$ cat src/rtl/reg_file_pkg.sv
// Shared definitions for the multi-port integer register file.
//   - rf_state_e : top-level state (array valid vs. clear sweep in progress)
//   - DATA_W_DEF / ADDR_W_DEF : default register width and address width
package reg_file_pkg;

    localparam int DATA_W_DEF = 32;
    localparam int ADDR_W_DEF = 5;

    typedef enum logic {
        RF_IDLE  = 1'b0,
        RF_SWEEP = 1'b1
    } rf_state_e;

endpackage

$ cat src/rtl/reg_file_rdport.sv
// One read port of the register file: zero-register / not-ready / range
// masking, write-to-read bypass (load port beats writeback port) and the
// bypassed busy bit.
// Ports:
//   rd_addr_i  : read address
//   ready_i    : array valid (not sweeping)
//   wr_en_i    : write enables, [0] writeback, [1] load return
//   wr_addr_i  : packed write addresses
//   wr_data_i  : packed write data
//   arr_data_i : array contents at rd_addr_i
//   busy_bit_i : scoreboard bit at rd_addr_i
//   rd_data_o  : read data
//   rd_busy_o  : busy bit, cleared by a same-cycle write to the address
module reg_file_rdport
    import reg_file_pkg::*;
#(
    parameter int DATA_W   = DATA_W_DEF,
    parameter int ADDR_W   = ADDR_W_DEF,
    parameter int DEPTH    = 32,
    parameter int ZERO_REG = 1
) (
    input  logic [ADDR_W-1:0]   rd_addr_i,
    input  logic                ready_i,
    input  logic [1:0]          wr_en_i,
    input  logic [2*ADDR_W-1:0] wr_addr_i,
    input  logic [2*DATA_W-1:0] wr_data_i,
    input  logic [DATA_W-1:0]   arr_data_i,
    input  logic                busy_bit_i,
    output logic [DATA_W-1:0]   rd_data_o,
    output logic                rd_busy_o
);

    localparam logic [ADDR_W:0] DEPTH_L = (ADDR_W+1)'(DEPTH);

    logic in_range;
    logic hit0;
    logic hit1;

    assign in_range = ({1'b0, rd_addr_i} < DEPTH_L);
    assign hit0     = wr_en_i[0] && (wr_addr_i[0 +: ADDR_W] == rd_addr_i);
    assign hit1     = wr_en_i[1] && (wr_addr_i[ADDR_W +: ADDR_W] == rd_addr_i);

    always_comb begin
        rd_data_o = '0;
        rd_busy_o = 1'b0;
        if ((ZERO_REG != 0) && (rd_addr_i == '0)) begin
            rd_data_o = '0;
        end else if (!ready_i || !in_range) begin
            rd_data_o = '0;
        end else begin
            if (hit1) begin
                rd_data_o = wr_data_i[DATA_W +: DATA_W];
            end else if (hit0) begin
                rd_data_o = wr_data_i[0 +: DATA_W];
            end else begin
                rd_data_o = arr_data_i;
            end
            // A write landing this cycle retires the pending producer.
            rd_busy_o = busy_bit_i && !(hit0 || hit1);
        end
    end

endmodule

$ cat src/rtl/reg_file_mp.sv
// Multi-port integer register file with NUM_RD combinational read ports,
// two write ports (writeback [0], load return [1]) with same-cycle bypass,
// a per-register busy scoreboard and an optional hard-wired zero register.
// Storage has no reset; a sweep zeroes one entry per cycle after reset or
// on REG_clear.
// Ports:
//   clk, SYS_reset_n             : clock, async active-low reset
//   REG_clear / REG_ready        : sweep request (idle only) / array valid
//   REG_rd_addr/_data/_busy      : packed read ports
//   REG_wr_en/_addr/_data        : two write ports
//   REG_rsv_en / REG_rsv_addr    : mark a destination busy
//   REG_err                      : sticky same-address dual-write flag
module reg_file_mp
    import reg_file_pkg::*;
#(
    parameter int DATA_W   = DATA_W_DEF,
    parameter int ADDR_W   = ADDR_W_DEF,
    parameter int DEPTH    = 32,
    parameter int NUM_RD   = 2,
    parameter int ZERO_REG = 1
) (
    input  logic                     clk,
    input  logic                     SYS_reset_n,
    input  logic                     REG_clear,
    output logic                     REG_ready,
    input  logic [NUM_RD*ADDR_W-1:0] REG_rd_addr,
    output logic [NUM_RD*DATA_W-1:0] REG_rd_data,
    output logic [NUM_RD-1:0]        REG_rd_busy,
    input  logic [1:0]               REG_wr_en,
    input  logic [2*ADDR_W-1:0]      REG_wr_addr,
    input  logic [2*DATA_W-1:0]      REG_wr_data,
    input  logic                     REG_rsv_en,
    input  logic [ADDR_W-1:0]        REG_rsv_addr,
    output logic                     REG_err
);

    localparam logic [ADDR_W:0]   DEPTH_L = (ADDR_W+1)'(DEPTH);
    localparam logic [ADDR_W-1:0] LAST_IX = ADDR_W'(DEPTH - 1);

    rf_state_e         state_q, state_d;
    logic [ADDR_W-1:0] cnt_q, cnt_d;
    logic [DEPTH-1:0]  busy_q, busy_d;
    logic              err_q, err_d;

    logic [DATA_W-1:0] rf_mem [DEPTH];

    logic [ADDR_W-1:0] wa [2];
    logic [DATA_W-1:0] wd [2];
    logic [1:0]        wr_ok;
    logic              conflict;
    logic              rsv_ok;

    assign REG_ready = (state_q == RF_IDLE);
    assign REG_err   = err_q;

    // A write is accepted only when idle, in range and not aimed at r0.
    genvar gi;
    generate
        for (gi = 0; gi < 2; gi++) begin : g_wr
            assign wa[gi]    = REG_wr_addr[gi*ADDR_W +: ADDR_W];
            assign wd[gi]    = REG_wr_data[gi*DATA_W +: DATA_W];
            assign wr_ok[gi] = REG_ready && REG_wr_en[gi]
                             && ({1'b0, wa[gi]} < DEPTH_L)
                             && !((ZERO_REG != 0) && (wa[gi] == '0));
        end
    endgenerate

    assign conflict = wr_ok[0] && wr_ok[1] && (wa[0] == wa[1]);
    assign rsv_ok   = REG_rsv_en && ({1'b0, REG_rsv_addr} < DEPTH_L)
                    && !((ZERO_REG != 0) && (REG_rsv_addr == '0));

    always_ff @(posedge clk or negedge SYS_reset_n) begin
        if (!SYS_reset_n) begin
            state_q <= RF_SWEEP;
            cnt_q   <= '0;
            busy_q  <= '0;
            err_q   <= 1'b0;
        end else begin
            state_q <= state_d;
            cnt_q   <= cnt_d;
            busy_q  <= busy_d;
            err_q   <= err_d;
        end
    end

    always_comb begin
        state_d = state_q;
        cnt_d   = cnt_q;
        busy_d  = busy_q;
        err_d   = err_q;
        case (state_q)
            RF_SWEEP: begin
                cnt_d = cnt_q + 1'b1;
                if (cnt_q == LAST_IX) begin
                    state_d = RF_IDLE;
                    cnt_d   = '0;
                end
            end
            default: begin
                if (REG_clear) begin
                    state_d = RF_SWEEP;
                    cnt_d   = '0;
                    busy_d  = '0;
                    err_d   = 1'b0;
                end else begin
                    for (int k = 0; k < 2; k++) begin
                        if (wr_ok[k]) begin
                            busy_d[wa[k]] = 1'b0;
                        end
                    end
                    // Reserve applied after write-clears: the new producer wins.
                    if (rsv_ok) begin
                        busy_d[REG_rsv_addr] = 1'b1;
                    end
                    if (conflict) begin
                        err_d = 1'b1;
                    end
                end
            end
        endcase
    end

    // Unreset storage; load port overrides writeback on a same-address clash.
    always_ff @(posedge clk) begin
        if (state_q == RF_SWEEP) begin
            rf_mem[cnt_q] <= '0;
        end else begin
            if (wr_ok[0] && !conflict) begin
                rf_mem[wa[0]] <= wd[0];
            end
            if (wr_ok[1]) begin
                rf_mem[wa[1]] <= wd[1];
            end
        end
    end

    generate
        for (gi = 0; gi < NUM_RD; gi++) begin : g_rd
            logic [ADDR_W-1:0] ra;
            logic              ra_ok;
            logic [DATA_W-1:0] arr_rd;
            logic              busy_rd;

            assign ra      = REG_rd_addr[gi*ADDR_W +: ADDR_W];
            assign ra_ok   = ({1'b0, ra} < DEPTH_L);
            assign arr_rd  = ra_ok ? rf_mem[ra] : '0;
            assign busy_rd = ra_ok ? busy_q[ra] : 1'b0;

            reg_file_rdport #(
                .DATA_W   (DATA_W),
                .ADDR_W   (ADDR_W),
                .DEPTH    (DEPTH),
                .ZERO_REG (ZERO_REG)
            ) u_rdport (
                .rd_addr_i  (ra),
                .ready_i    (REG_ready),
                .wr_en_i    (REG_wr_en),
                .wr_addr_i  (REG_wr_addr),
                .wr_data_i  (REG_wr_data),
                .arr_data_i (arr_rd),
                .busy_bit_i (busy_rd),
                .rd_data_o  (REG_rd_data[gi*DATA_W +: DATA_W]),
                .rd_busy_o  (REG_rd_busy[gi])
            );
        end
    endgenerate

endmodule

$ cat config.mk
export PLATFORM = sky130hd
export DESIGN_NAME = reg_file_mp
export DESIGN_NICKNAME = d
export VERILOG_FILES = /design/src/rtl/reg_file_pkg.sv /design/src/rtl/reg_file_rdport.sv /design/src/rtl/reg_file_mp.sv
export SDC_FILE = /design/constraint.sdc
export NUM_CORES = 2
export LEC_CHECK = 0
export CORE_ASPECT_RATIO = 1.4
export CORE_UTILIZATION = 30
export DETAILED_ROUTE_END_ITERATION = 7
export PLACE_DENSITY = 0.5
export SLEW_MARGIN = 15
export SYNTH_ARGS = -nofsm -noshare
export SYNTH_HDL_FRONTEND = slang
export SYNTH_SLANG_ARGS = --single-unit
$ cat constraint.sdc
create_clock -name clk -period 3.7 [get_ports clk]
set_clock_uncertainty 0.15 [all_clocks]
set_input_delay 0.74 -clock clk [delete_from_list [all_inputs] [get_ports clk]]
set_output_delay 0.74 -clock clk [all_outputs]
set_load 0.05 [all_outputs]
## Word-level counts from Yosys, hierarchy flattened

Memories as Yosys holds them, arrays and structs flattened.
Cells that the tools add are included.

- Eq/ne operators: 6
- $lt $le $gt $ge: 8
- Reduce and logical (&&, ||, !) cells: 34
- Bitwise gates (word level): 6
- Muxes and demuxes: 49
- Add/subtract/negate cells: 1

Operators by type and width:

| kind | count |
|---|---|
| $mux W32 | 17 |
| $and A32 B32 Y32 | 2 |
| $not A32 Y32 | 2 |
| $or A32 B32 Y32 | 1 |
| $reduce_or A32 Y1 | 1 |
| $lt A5 B6 Y1 const B | 5 |
| $eq A5 B5 Y1 | 5 |
| $logic_not A5 Y1 | 5 |
| $mux W1 | 23 |
| $mux W5 | 4 |
| $logic_and A1 B1 Y1 | 17 |
| $demux W1 S5 | 3 |
| $ge A5 B1 Y1 const B | 3 |
| $bmux W1 S5 | 2 |
| $logic_not A1 Y1 | 6 |
| $add A5 B1 Y5 const B | 1 |
| $eq A5 B5 Y1 const B | 1 |
| $reduce_bool A2 Y1 | 2 |
| $logic_or A1 B1 Y1 | 2 |
| $reduce_and A2 Y1 | 1 |
| $not A1 Y1 | 1 |

- Input port bits: 95
- Output and inout port bits: 68
- Flip-flop bits (word level): 39
- Memory bits (writable): 1024
- Memories kept: 1
- Logic and storage cells: 109

Memory list:

| name | depth | width | rd ports | clocked after memory_dff | wr ports | RTL line | text |
|---|---|---|---|---|---|---|---|
| rf_mem | 32 | 32 | 2 | 0 | 2 | reg_file_mp.sv:45 | `logic [DATA_W-1:0] rf_mem [DEPTH];` |

## Depth between registers and ports, before layout

- Depth in word-level cells: 16
- Mapped depth: 9
- Depth with buffers taken out: 5

## Cells and area by module

A second synthesis with hierarchy kept.

- Cells, all modules: 5326
- Area, all modules: 64409.3 um^2

Modules (own cells, without submodules):

| module | cells each | area each (um^2) | seq. area each (um^2) | times used |
|---|---|---|---|---|
| reg_file_mp | 4972 | 61691.7 | 31726.7 | 1 |
| reg_file_rdport | 177 | 1358.8 | 0.0 | 2 |

## Worst setup path before layout

No wires, ideal clock.

- Path kind: input-to-reg
- Start: in REG_wr_addr[7]
- End: mem rf_mem[2][0] in the netlist's numbering, enable pin
- Setup time: 0.433 ns
- Stages on the path: 7
- Path buffers: 2
- Arrival time: 3.793 ns
- Data required time: 3.117 ns
- Slack: -0.676 ns
- Cells stage by stage: or3_1 > buf_2 > nor3_4 > o311a_4 > buf_8 > mux2_2 > o22ai_1

RTL lines:

| element | RTL line | text |
|---|---|---|
| start: declaration | reg_file_mp.sv:30 | `input logic [2*ADDR_W-1:0] REG_wr_addr,` |
| end: declaration | reg_file_mp.sv:45 |  |

## Final worst setup path

- Start: in REG_rd_addr[5]
- End: out REG_rd_data[63]

- Longest elaborated chain between the ends: 6
- Elaborated cells on any way between the ends: 10
- Those cells by class: eq/ne (2); mux (4); reduce/logical (3); memory (1)

Ends and longest elaborated chain:

| element | RTL line | text |
|---|---|---|
| start: declaration | reg_file_mp.sv:26 | `input logic [NUM_RD*ADDR_W-1:0] REG_rd_addr,` |
| parallel branches: the longest is 5 deep, another holds $mem_v2 Z32 W32 | - |  |
| $mux W32 (*) | reg_file_rdport.sv:46 | `if ((ZERO_REG != 0) && (rd_addr_i == '0)) begin` |
| end: declaration | reg_file_mp.sv:27 | `output logic [NUM_RD*DATA_W-1:0] REG_rd_data,` |

Mark *: on every way between the ends.

==> metrics.cfg <==
[global_route]
grt_pass1_wl_um=362000
grt_max_degree=65
grt_pass1_vias=48073
grt_antenna_before_repair=8
grtUsageTotal_pct=24.2
grt.overflow.total=0

[route]
vias=49110
drt_iter0_drc=6139
via_per_inst=5.83
firstDrtPassIters=7
drt_wl_total_um=262000
postRouteAntennaNets=0
wl_per_cell_um=31.1
remaining_drc_errors=0

[synthesis]
synth_area_leaders=edfxtp_1, mux4_2, nand2_1, o21ai_1, o22ai_1
synthCells=5277
synth.distinct_cells=61
synth.net_count=5374
synthesis.area_um2=62200
yosysSeqAreaShare_pct=51.0
synth.avg_cell_area_um2=11.8
yosysTopAreaCell=edfxtp_1
synth_warnings=0
synth_top_area_share_pct=49.4
ys.flop_type=edfxtp_1
synth_common_cells=nand2_1, edfxtp_1, o21ai_1
postSynthRegisterBits=1063
async_reset_ff_share_pct=3.67
synth_most_common_cell=nand2_1
synth_enable_flop_cells=1024

[power_and_ir_drop]
clock_power_share_pct=31.4
p_int_mw=25.2
swShare_pct=30.6
comb_power_share_pct=26.0
leakagePower_nw=27.3
p_per_area_nw_per_um2=450
switchingPower_mw=11.1
p_total_mw=36.3
ir_worst_vdd_mv=0.404
p_seq_share_pct=42.7

[timing]
worstMarginPinSlew_ns=0.922
maxSlewHeadroom_pct=36.8
fmax_mhz=268
setup-violations-final=8
final_max_slew_viol_count=0
grt_setup_unrepaired=yes
post-route-period-util_pct=101
period_needed_ns=3.73
hold_viol=0
worst_slack_ns=-0.0287

[worst_setup_path]
crit_chain=buf_16 > buf_12 > xnor2_2 > nand4_1 > buf_4 > o21ai_4 > buf_12 > buf_16 > buf_6 > o22ai_4 > o2bb2ai_4 > buf_6 > buf_12
critical_path_class=primary input to output port
reg2reg_slack_ns=0.64
slowest_stage=buf_4
cp_data_required_time_ns=2.81
critPathMaxFanout=8
worst-path-buf-inv=8
critical_path.max_stage_delay_ns=0.26
critical_path.endpoint_type=output port
crit_arrival_ns=2.84
r2r_end=rf_mem[5][23]
start_kind=primary input
r2r_start=state_q
worstSetupStartpoint=REG_rd_addr[5]
reg2regPathDepth=8
cpLargestDelayFamily=buffers and inverters
cp_common_cell=buf_12

[flow_run]
max_cap_violations=0

[hold_path]
hold_class=flip-flop to flip-flop
whs_path_depth=2
min_from=busy_q[4]
hold_end=busy_q[4]

[finish]
fillers=19196
fin_nets=5744
area_delta_synth_final_pct=29.5
final_util_pct=39.2
drive_gt1_share_pct=33.7

[clock_tree]
clock_latency_ns=0.72
cts_buffer_depth=3
h-tree-depth=3
numCtsBuffers=106
cts_tree=yes
clkTransAtPathRegs_ns=0.06
cts_root_buffer=clkbuf_16
cts_num_sinks=1063

[die]
placementRows=197
die-height_um=541
io_pins=163
die_x_um=387
die_area_um2=209000
core_area_um2=206000
start_util_pct=30.2

[placed_design]
dp.final_hpwl_um=175000
routabilityCongestion=0.905
io_buffers=162

[status]
status=finished with violations
failed_checks=negative setup slack

==> power groups by stage <==
stage | Clock, mW | Combinational [mW] | Sequential, mW
6_report | 11.4 | 9.42 | 15.5
3_3_place_gp | 0 | 8.61 | 15.6
4_1_cts | 11.5 | 9.12 | 15.5
2_1_floorplan | 0 | 4.37 | 15.4
3_5_place_dp | 0 | 8.64 | 15.7
5_1_grt | 11.9 | 9.72 | 15.6
==> layout by cell type (no fill, tap or decap), drive strengths merged, types with 10 or more instances in the layout <==
master | Yosys | final
nor2 | 112 | 112
clkbuf | 323 | 146
a211oi | 10 | 10
a22o | 19 | 19
clkdlybuf4s50 | 0 | 73
nand2 | 1118 | 1118
mux4 | 532 | 532
nand3 | 11 | 11
clkinv | 0 | 40
xor2 | 11 | 11
bufinv | 0 | 14
dfrtp | 38 | 38
inv | 40 | 44
edfxtp | 1024 | 1024
o21ai | 1105 | 1105
xnor2 | 16 | 16
o2bb2ai | 64 | 64
o22ai | 240 | 240
a22oi | 129 | 129
buf | 379 | 863
==> worst register-to-register path, cell delays in order, from the launching register on <==
cell	delay, ns
dfstp_2	0.56
clkinvlp_4	0.16
buf_4	0.23
nand3_1	0.11
o311a_4	0.30
buf_4	0.16
mux2i_1	0.63
o22ai_4	0.19
buf_12	0.22
==> through the flow <==
step / setup TNS [ns] / cell area, µm² / setup slack (ns) / std cells / hold slack [ns]
floorplan: -168.54 / 62400 / -0.676 / 5277 / 0.294
global placement: -146.91 / 73300 / -1.02 / 8111 / 0.359
detailed placement: -178.92 / 73300 / -0.936 / 8111 / 0.368
CTS: -0.583 / 79400 / -0.0677 / 8361 / 0.382
global route: -0.441 / 80600 / -0.0479 / 8421 / 0.417
finish: -0.120 / 80600 / -0.0287 / 8426 / 0.384
==> sequential cells by signal (all words and copies together), names as in the netlist <==
| signal | cells |
|---|---|
| cnt_q | 5 |
| rf_mem | 1024 |
| state_q | 1 |
| busy_q | 32 |
| REG_err | 1 |
==> metal layers <==
| layer | track usage [%] | wire, µm |
|---|---|---|
| met5 | 0 | 7 |
| met4 | 10.2 | 12000 |
| met1 | 30.2 | 99200 |
| met2 | 41.6 | 129000 |
| met3 | 3.82 | 22200 |
==> worst max path at each step <==
| stage | to | slack [ns] | cells past startpoint |
|---|---|---|---|
| floorplan | rf_mem[2][0] | -0.68 | 7 |
| global placement | REG_rd_data[3] | -1.02 | 11 |
| detailed placement | REG_rd_data[3] | -0.94 | 11 |
| CTS | REG_rd_data[59] | -0.07 | 10 |
| global route | REG_rd_data[46] | -0.05 | 12 |
| finish | REG_rd_data[63] | -0.03 | 13 |
==> logic make-up after synthesis <==
logic type	count (synthesis)	share of synthesized area, %
adder cells (fa/ha/maj)	2	0.0402
AO/OA/AOI/OAI	1593	14.5
multiplexers	540	19.4
AND/OR/NAND/NOR	1310	8.68
buffers and inverters	742	6.06
flip-flops	1063	51.0
XOR/XNOR	27	0.380
==> layout make-up <==
type,count,area [µm²],area share (%)
inverter,40,154,0.191
clock buffer,128,2780,3.45
multi-input combinational,3472,29400,36.5
antenna,6,15.0,0.0186
sequential,1063,31700,39.4
tap,2686,3360,4.17
timing repair buffer,964,12400,15.4
clock inverter,67,728,0.904
==> timing repair <==
action                                  4_1_cts  5_1_grt
hold endpoints to repair                      6        0
setup buffers                                53       50
pin swaps                                    64       60
endpoints found under the setup margin       66       62
gates cloned                                 12       12
hold buffers                                  1        0
resized for setup                           350      126
Note: power is estimated with default switching activity, not from simulation.
